File: config.mk
export PLATFORM = sky130hd
export DESIGN_NAME = div_unit
export DESIGN_NICKNAME = d
export VERILOG_FILES = /design/src/rtl/div_unit.sv
export SDC_FILE = /design/constraint.sdc
export NUM_CORES = 1
export LEC_CHECK = 0
export ABC_AREA = 0
export CORE_UTILIZATION = 44
export CTS_CLUSTER_SIZE = 16
export DETAILED_ROUTE_END_ITERATION = 8
export GPL_TIMING_DRIVEN = 1
export HOLD_SLACK_MARGIN = 0.06
export PLACE_DENSITY = 0.71
export SETUP_SLACK_MARGIN = 0.1
export SKIP_CTS_REPAIR_TIMING = 1
export SYNTH_ARGS = -nofsm -noshare
export SYNTH_HDL_FRONTEND = slang
export SYNTH_SLANG_ARGS = --single-unit
File: constraint.sdc
create_clock -name clk -period 3.73 [get_ports clk]
set_input_delay 0.746 -clock clk [delete_from_list [all_inputs] [get_ports clk]]
set_output_delay 0.746 -clock clk [all_outputs]
set_load 0.1 [all_outputs]
File: src/rtl/div_unit.sv
// div_unit: sequential radix-2 restoring divider (DIV/DIVU) returning quotient (LO) and remainder (HI).
module div_unit #(
  parameter int unsigned DATA_WIDTH = 32
) (
  input  logic                  clk,
  input  logic                  rst_n,
  input  logic                  start,
  input  logic                  cancel,
  input  logic                  isSigned,
  input  logic [DATA_WIDTH-1:0] A,
  input  logic [DATA_WIDTH-1:0] B,
  output logic                  busy,
  output logic                  done,
  output logic [DATA_WIDTH-1:0] quotient,
  output logic [DATA_WIDTH-1:0] remainder,
  output logic                  divByZero
);

  localparam int unsigned W  = DATA_WIDTH;
  localparam int unsigned CW = $clog2(DATA_WIDTH) + 1;

  localparam logic [1:0] ST_IDLE = 2'd0;
  localparam logic [1:0] ST_CALC = 2'd1;
  localparam logic [1:0] ST_FIX  = 2'd2;
  localparam logic [1:0] ST_DONE = 2'd3;

  logic [1:0]    state, state_d;
  logic          sgn_r, sgn_d;
  logic          sa_r, sa_d;
  logic          sb_r, sb_d;
  logic          zero_r, zero_d;
  logic [W-1:0]  aorig_r, aorig_d;
  logic [W-1:0]  bmag_r, bmag_d;
  logic [W-1:0]  rem_r, rem_d;
  logic [W-1:0]  q_r, q_d;
  logic [CW-1:0] cnt_r, cnt_d;
  logic          busy_d, done_d, dbz_d;
  logic [W-1:0]  quo_d, remo_d;

  // restoring step datapath
  logic [W:0]    rem_sh;
  logic [W:0]    trial;
  logic          ge;
  logic [W-1:0]  amag, bmagn;

  assign amag   = (isSigned && A[W-1]) ? (W'(0) - A) : A;
  assign bmagn  = (isSigned && B[W-1]) ? (W'(0) - B) : B;
  assign rem_sh = {rem_r, q_r[W-1]};
  assign trial  = rem_sh - {1'b0, bmag_r};
  assign ge     = ~trial[W];

  // state register
  always_ff @(posedge clk or negedge rst_n) begin
    if (!rst_n) state <= ST_IDLE;
    else        state <= state_d;
  end

  // next-state, working-register and output computation
  always_comb begin
    state_d = state;
    sgn_d   = sgn_r;
    sa_d    = sa_r;
    sb_d    = sb_r;
    zero_d  = zero_r;
    aorig_d = aorig_r;
    bmag_d  = bmag_r;
    rem_d   = rem_r;
    q_d     = q_r;
    cnt_d   = cnt_r;
    busy_d  = 1'b0;
    done_d  = 1'b0;
    quo_d   = quotient;
    remo_d  = remainder;
    dbz_d   = divByZero;
    case (state)
      ST_IDLE, ST_DONE: begin
        state_d = ST_IDLE;
        if (start) begin
          sgn_d   = isSigned;
          sa_d    = isSigned & A[W-1];
          sb_d    = isSigned & B[W-1];
          zero_d  = (B == W'(0));
          aorig_d = A;
          bmag_d  = bmagn;
          busy_d  = 1'b1;
          if (B == W'(0)) begin
            state_d = ST_FIX;
          end else begin
            rem_d   = W'(0);
            q_d     = amag;
            cnt_d   = CW'(0);
            state_d = ST_CALC;
          end
        end
      end
      ST_CALC: begin
        if (cancel) begin
          state_d = ST_IDLE;
        end else begin
          rem_d  = ge ? trial[W-1:0] : rem_sh[W-1:0];
          q_d    = {q_r[W-2:0], ge};
          cnt_d  = cnt_r + CW'(1);
          busy_d = 1'b1;
          if (cnt_r == CW'(DATA_WIDTH - 1)) state_d = ST_FIX;
        end
      end
      ST_FIX: begin
        if (cancel) begin
          state_d = ST_IDLE;
        end else begin
          state_d = ST_DONE;
          done_d  = 1'b1;
          if (zero_r) begin
            quo_d  = '1;
            remo_d = aorig_r;
            dbz_d  = 1'b1;
          end else begin
            quo_d  = (sgn_r && (sa_r != sb_r)) ? (W'(0) - q_r) : q_r;
            remo_d = sa_r ? (W'(0) - rem_r) : rem_r;
            dbz_d  = 1'b0;
          end
        end
      end
      default: state_d = ST_IDLE;
    endcase
  end

  // working registers and registered outputs
  always_ff @(posedge clk or negedge rst_n) begin
    if (!rst_n) begin
      sgn_r     <= 1'b0;
      sa_r      <= 1'b0;
      sb_r      <= 1'b0;
      zero_r    <= 1'b0;
      aorig_r   <= '0;
      bmag_r    <= '0;
      rem_r     <= '0;
      q_r       <= '0;
      cnt_r     <= '0;
      busy      <= 1'b0;
      done      <= 1'b0;
      quotient  <= '0;
      remainder <= '0;
      divByZero <= 1'b0;
    end else begin
      sgn_r     <= sgn_d;
      sa_r      <= sa_d;
      sb_r      <= sb_d;
      zero_r    <= zero_d;
      aorig_r   <= aorig_d;
      bmag_r    <= bmag_d;
      rem_r     <= rem_d;
      q_r       <= q_d;
      cnt_r     <= cnt_d;
      busy      <= busy_d;
      done      <= done_d;
      quotient  <= quo_d;
      remainder <= remo_d;
      divByZero <= dbz_d;
    end
  end

endmodule

# Yosys cells after proc, flatten, opt, wreduce, memory -nomap -nowiden

Cells that the tools add are included.

Flip-flop bits (word level): 207
Bits in latches: 0
RAM bits: 0
ROM bits: 0
Bits of input ports: 69
Memories kept: 0

$add $sub $neg: 6
Multiply operators: 0
Divide/modulo/power cells: 0
Order comparisons: 0
Equality and inequality tests: 9
Shift operators: 0
Muxes and demuxes: 30
Bitwise operators: 4
Reductions and logical operators: 10

Operators by type and width:

| operator                                                              | count |
|---|---|
| 32-bit two-way mux                                                    | 13 |
| 32-bit case mux with 2 select lines                                   | 2 |
| 1-bit by 32-bit subtractor with 32-bit output, first input constant   | 4 |
| 33-bit by 32-bit subtractor with 33-bit output                        | 1 |
| 32-bit logical NOT                                                    | 1 |
| 6-bit two-way mux                                                     | 3 |
| 6-bit case mux with 2 select lines                                    | 1 |
| 2-bit two-way mux                                                     | 5 |
| 6-bit by 1-bit adder with 6-bit output, second input constant         | 1 |
| 6-bit by 5-bit equality test with 1-bit output, second input constant | 1 |
| 2-bit inequality test, second input constant                          | 3 |
| 2-bit case mux with 3 select lines                                    | 1 |
| 2-bit equality test, second input constant                            | 2 |
| 1-bit two-way mux                                                     | 4 |
| 2-bit AND reduction                                                   | 2 |
| 4-bit AND reduction                                                   | 1 |
| 1-bit logical AND                                                     | 3 |
| 3-bit inequality test, second input constant                          | 1 |
| 1-bit AND                                                             | 2 |
| 2-bit by 1-bit equality test with 1-bit output, second input constant | 1 |
| 2-bit logical NOT                                                     | 1 |
| 1-bit NOT                                                             | 2 |
| 1-bit case mux with 2 select lines                                    | 1 |
| 2-bit nonzero test                                                    | 1 |
| 2 further kinds                                                       | 2 |

# Longest topological paths before layout

Gate-level depths: netlist of the first run.

Depth in word-level cells: 5
Gate-level depth with buffers: 14
Gate-level depth less buffers: 12

# Worst setup path after synthesis of the first run

Ideal clock, no wire load.

Path kind: input -> register
Start: input port B[0]
End: register cnt_r[0]
Data arrival time: 3.274 ns
Required time: 3.595 ns
Path slack: 0.322 ns
Cell stages on the path: 12
Buffers on the path: 3
Path through: inv_1 -> ha_1 -> or3b_2 -> clkbuf_1 -> nor4_1 -> nand4b_1 -> o31ai_1 -> nand2_1 -> o21ai_1 -> buf_2 -> clkbuf_1 -> o21ai_0

Word-level cells in the longest chain between the ends: 3

Ends and longest elaborated chain:

| element                         | line | source |
|---|---|---|
| start: declaration              | 11   | `input logic [DATA_WIDTH-1:0] B,` |
| 32-bit logical NOT              | 86   | `if (B == W'(0)) begin` |
| 2-bit inequality test (no line) | n/a  |  |
| 4-bit AND reduction (no line)   | n/a  |  |
| end signal: assignment          | 154  | `cnt_r <= cnt_d;` |
| end: declaration                | 36   | `logic [CW-1:0] cnt_r, cnt_d;` |

Every way passes these cells.
A chain may end at the register's enable or synchronous reset.

# Worst setup path after layout of the first run

Start: register rem_r[4]
End: register remainder[31]

Word-level cells in the longest chain between the ends: 3

Ends and longest elaborated chain:

| element                                       | line | source |
|---|---|---|
| start: declaration                            | 34   | `logic [W-1:0] rem_r, rem_d;` |
| start signal: assignment                      | 152  | `rem_r <= rem_d;` |
| 1-bit by 32-bit subtractor with 32-bit output | 119  | `remo_d = sa_r ? (W'(0) - rem_r) : rem_r;` |
| 32-bit two-way mux                            | 119  |  |
| 32-bit two-way mux                            | 113  | `if (zero_r) begin` |
| end signal: assignment                        | 158  | `remainder <= remo_d;` |
| end: declaration                              | 15   | `output logic [DATA_WIDTH-1:0] remainder,` |

Every way passes these cells.

==> results of run 1 <==
==> registers in the layout, indices dropped and copies added (netlist names) <==
register / flops
quotient: 32
busy: 1
aorig_r: 32
divByZero: 1
q_r: 32
state: 2
zero_r: 1
remainder: 32
rem_r: 32
cnt_r: 6
sb_r: 1
bmag_r: 32
sa_r: 1
done: 1
sgn_r: 1
==> cells in the final DEF (no fill, tap or decap), drive strengths merged, types with 40 or more instances in the layout <==
cell type / instances
dfrtp: 207
buf: 79
o21ai: 189
nand2: 195
ha: 40
xnor2: 63
inv: 56
a21oi: 161
clkdlybuf4s50: 134
xor2: 77
nor2: 130
==> through the flow <==
step                setup WS, ns  TNS [ns]
floorplan                  0.322         0
global placement         -0.0236   -0.0347
detailed placement       -0.0942    -0.306
CTS                        0.152         0
global route               0.123         0
finish                     0.263         0
==> per-layer routing <==
metal | global-route usage (%) | share of wire (%)
met5 | 0 | 0
met1 | 30.7 | 47
met2 | 35.2 | 46
met4 | 5.92 | 2.2
met3 | 2.88 | 4.6
==> worst reg2reg max path: cells and delay by family (launching register included) <==
family                 cells  cell delay [ns]
multiplexers               1             0.13
flip-flops                 1             0.40
AND/OR/NAND/NOR            4             1.92
XOR/XNOR                   1             0.17
buffers and inverters      1             0.17
AO/OA/AOI/OAI              3             0.59
==> kinds of logic after synthesis <==
kind of cell    count (synthesis)  share of synthesized area (%)
mux                            46                           3.90
simple gates                  463                           16.7
buf+inv                       137                           4.07
xor+xnor                      140                           9.58
compound gates                466                           21.2
flops                         207                           40.5
fa+ha+maj                      41                           4.07
==> cell type report <==
type,instances,area share [%]
repair buffers,214,12.8
inverters,55,1.31
well taps,384,3.04
clock buffers,32,4.11
multi-input cells,1156,45.2
clock inverters,9,0.713
flip-flops and latches,207,32.8
==> how the worst max path moves through the flow <==
stage	from	end	slack, ns
2_1_floorplan	B[0]	cnt_r[0]	0.32
3_3_place_gp	A[8]	q_r[29]	-0.02
3_5_place_dp	A[4]	q_r[30]	-0.09
4_1_cts	rem_r[4]	remainder[31]	0.15
5_1_grt	rem_r[4]	remainder[31]	0.12
6_report	rem_r[4]	remainder[31]	0.26
==> power breakdown <==
group / switching, uW / total, uW / internal (uW) / leakage, uW
Sequential: 690 / 3790 / 3100 / 0.00264
Clock: 924 / 2280 / 1360 / 0.000376
Combinational: 4740 / 7070 / 2320 / 0.00394
Total: 6360 / 13100 / 6780 / 0.00696
==> out/summary.txt, run 1 <==
DP Area: 0.0150 mm2
Area Overhead vs Synth: 23.4%
Iteration-0 DRC count of the detailed router: 755
RSZ-0062 raised after global routing: no
Hold_ws: 0.240 ns
Rows: 62
Detail Placement HPWL: 24500 um
Mapped Area: 0.0128 mm2
First-pass GRT wire length: 53800 um
Cell area after layout: 0.0158 mm2
Flop2flop setup slack: 0.26 ns
TritonCTS Buffers: 23
Seq cells post-synth: 207
I/O Pins: 136
Multi-input logic area: 0.00714 mm2
Dominant cells by area after synthesis: dfrtp_1, o21ai_0, a21oi_1
Avg Inst Size Synth: 8.53 um2
First-pass DRT Iterations: 5
DRC Markers: 0
Final Slew Violations: 0
Post-Syn Nets: 1610
Worst IR drop on VDD: 0.401 mV
Arrival @ worst endpoint: 3.91 ns
Final Power: 13100 uW
Finished Layout Cells: 2057
Most frequent cell after synthesis: dfrtp_1
Crit Path Max Fanout: 6
Core Footprint: 0.0286 mm2
Setup CP Type: register to register
Clk buf depth: 3
CP Launch Type: register
Final wirelength: 32400 um
Die Y: 173 um
Fin crit share: 92.9%
Top-area cell type share of the netlist area: 40.5%
Clk_lat worst skew: 0.53 ns
Number of global-route vias before repair: 10559
Highest clock rate: 288 MHz
Antenna Cells: 0
Count of final setup violators: 0
Rel. slew slack: 33.0%
CP required: 4.17 ns
Input/output buffers: 135
Chip width: 173 um
Clk sinks: 207
All-Layer GR Usage: 21.8%
WP buf/inv: 1
Setup crit end kind: register
R2R depth: 10
Largest net degree at the start of global routing: 82
CTS tree: done
CP Depth: 10
Clk slew on worst S/H paths: 0.06 ns
Min-delay worst type: input port to async pin
Crit-path cells: buf_4 > nor4_2 > or4bb_1 > or4b_1 > or3_1 > o21a_1 > a21oi_1 > xnor2_1 > mux2i_1 > o21ai_0
Worst reg2reg endpoint: remainder[31]
Top post-synthesis cells by count: dfrtp_1, nand2_1, o21ai_0
GP Congestion: 0.871
Vias per inst: 5.44
Count of final hold-check violations: 0
Cells after synthesis: 1500
Nets: 1767
Root Buffer: clkbuf_16
Slowest cell on the critical path: or4bb_1
Static Leak: 0.00696 uW
Full die area: 0.0298 mm2
YS warnings: 0
Status: finished clean
Worst-margin pin slew: 1.00 ns
CP max stage delay: 0.57 ns
Inst Count DP: 2016
Drt wl/cell: 15.7 um
Register area: 0.00518 mm2
Post-synth EDFFs: 0
Predominant post-synthesis flop cell: dfrtp_1
Post-synth cell types: 65
Final design utilization: 55.2%
Maxcap violations: 0
Power per cell area: 832 mW/mm2
# H-tree levels: 1
R2R Path Start: rem_r[4]
Antenna viol nets, final: 0
Ys async rst share: 100%
Fillers: 2543
Clock skew: 0.0180 ns
Fraction of layout instances using a drive strength above 1: 10.3%
Grt total ovfl: 0
Initial antenna violation count: 0
Synth area leader: dfrtp_1
Crit path max-delay family: simple AND/OR/NAND/NOR gates
Starting Density: 44.7%
Routed vias: 11190
Minimum clock period: 3.47 ns
Register area share after synthesis: 40.5%
Power figures use the tool's default switching activity.
==> run 2, diff against run 1 <==
==> constraint.sdc (replaced) <==
create_clock -name clk -period 3.2 [get_ports clk]
set_input_delay 0.32 -clock clk [delete_from_list [all_inputs] [get_ports clk]]
set_output_delay 0.32 -clock clk [all_outputs]
set_load 0.1 [all_outputs]
==> out/summary.txt, run 2 (same netlist as run 1, synthesis figures left out) <==
Routed vias: 11486 (+2.6%)
CP required: 3.63 ns (-0.54 ns)
Final Slew Violations: 0 (unchanged)
Count of final setup violators: 0 (unchanged)
Seq pwr share: 27.9% (-1.0 points)
Sw power: 7580 uW (+19%)
Largest net degree at the start of global routing: 80 (-2.4%)
Grt total ovfl: 0 (unchanged)
Sw Share: 48.2% (-0.19 points)
Highest clock rate: 314 MHz (+8.9%)
Fin crit share: 99.5% (+6.5 points)
Full die area: 0.0298 mm2 (unchanged)
Flop2flop setup slack: 0.02 ns (-0.25 ns)
GP Congestion: 0.895 (+2.7%)
Drt wl/cell: 15.9 um (+1.3%)
Most common cell after layout, fill and taps aside: dfrtp_1
Clock skew: 0.0131 ns (-0.00490 ns)
DRC Markers: 0 (unchanged)
# H-tree levels: 1 (unchanged)
Vias per inst: 5.44 (about the same)
Clk pwr share: 17.0% (-0.4 points)
CTS tree: done
Number of global-route vias before repair: 10929 (+3.5%)
Setup CP Type: register to register
Worst IR drop on VDD: 0.458 mV (+14%)
Initial antenna violation count: 0 (unchanged)
Comb power frac: 55.0% (+1.2 points)
Crit Path Max Fanout: 3 (-3)
CP Launch Type: register
Die Y: 173 um (unchanged)
P_int: 8150 uW (+20%)
Clk buf depth: 3 (unchanged)
Power per cell area: 955 mW/mm2 (+15%)
First-pass GRT wire length: 54400 um (+1.2%)
Chip width: 173 um (unchanged)
All-Layer GR Usage: 22.1% (+0.30 points)
Min-delay worst type: input port to async pin
Rel. slew slack: 34.0% (+0.99 points)
Hold_ws: 0.389 ns (+0.149 ns)
Clk slew on worst S/H paths: 0.06 ns (about the same)
Fraction of layout instances using a drive strength above 1: 14.9% (+4.6 points)
First-pass DRT Iterations: 5 (unchanged)
Minimum clock period: 3.18 ns (-0.284 ns)
Count of final hold-check violations: 0 (unchanged)
Rows: 62 (unchanged)
Arrival @ worst endpoint: 3.62 ns (-0.29 ns)
Clk sinks: 207 (unchanged)
Final wirelength: 33700 um (+4.0%)
Maxcap violations: 0 (unchanged)
Input/output buffers: 135 (unchanged)
Detail Placement HPWL: 25100 um (+2.5%)
Clk_lat worst skew: 0.52 ns (about the same)
Antenna Cells: 0 (unchanged)
Nets: 1822 (+3.1%)
Worst-margin pin slew: 0.987 ns (-0.0149 ns)
Most frequent cells in the layout: dfrtp_1, nand2_1, o21ai_0
Root Buffer: clkbuf_16
Core Footprint: 0.0286 mm2 (unchanged)
TritonCTS Buffers: 23 (unchanged)
I/O Pins: 136 (unchanged)
Starting Density: 44.7% (unchanged)
Setup crit end kind: register
Antenna viol nets, final: 0 (unchanged)
Static Leak: 0.00729 uW (+4.8%)
RSZ-0062 raised after global routing: yes
Iteration-0 DRC count of the detailed router: 609 (-19%)
Area Overhead vs Synth: 28.6%
TNS Setup: 0 ns (unchanged)
Status: finished clean
==> run 2: cell count changes in the layout (fill, tap and decap cells not counted), moves of 3 or more <==
cell,before,now
buf_4,73,124
o31ai_4,0,3
o21ai_0,186,179
o21ai_1,2,6
a21oi_2,1,7
o41ai_1,10,7
o31ai_1,24,19
a21oi_1,160,154
==> run 2: final cells by class <==
class / count / area, um2
Clock inverter: 6 / 83.8
Timing Repair Buffer: 269 / 2480
Multi-Input combinational cell: 1156 / 7340
Inverter: 55 / 206
Clock buffer: 35 / 681
Sequential cell: 207 / 5180
Tap cell: 384 / 480
Fill cell: 2477 / 12200
==> run 2: metal layers <==
layer,routed length [um],vias to the layer above,share of wire [%],global-route usage (%)
li1,-,5698,-,-
met1,15500,5480,46,30.1
met2,16100,272,48,37.2
met3,1470,36,4.4,2.90
met4,619,0,1.8,4.99
met5,0,-,0,0
==> run 2: critical path, stage by stage, from the launching register on <==
cell,delay [ns]
dfrtp_1,0.38
or4_4,0.55
or4_4,0.56
or4b_4,0.51
or3_4,0.35
o21a_1,0.23
buf_4,0.14
buf_6,0.11
xnor2_2,0.11
o211ai_1,0.18
==> run 2: worst paths after layout <==
path                                  from       endpoint  cells past startpoint
worst min register to register  bmag_r[19]     bmag_r[19]                      2
min in group clk                bmag_r[19]     bmag_r[19]                      2
worst max register to register   rem_r[12]  remainder[27]                      9
worst max-delay path             rem_r[12]  remainder[27]                      9
worst min-delay path                 rst_n    quotient[7]                      2
max in group asynchronous            rst_n      rem_r[22]                      3
==> run 2: stage by stage <==
step                      setup slack, ns  instances  util, %  area, um2  power, uW
after floorplan                     0.116       1500        -      12800      10400
after global placement             -0.333       2062     53.7      15400      12500
after detailed placement           -0.441       2062     53.7      15400      12700
after CTS                          -0.204       2103     56.4      16100      15400
after global routing              -0.0707       2112     57.5      16500      16700
final                              0.0173       2112     57.5      16500      15700
==> run 2: power by group through the flow <==
stage	Combinational (uW)	Sequential [uW]	Clock, uW
6_report	8650	4390	2680
5_1_grt	9340	4520	2840
4_1_cts	8330	4380	2740
3_5_place_dp	8290	4410	0
3_3_place_gp	8170	4360	0
2_1_floorplan	3740	6640	0
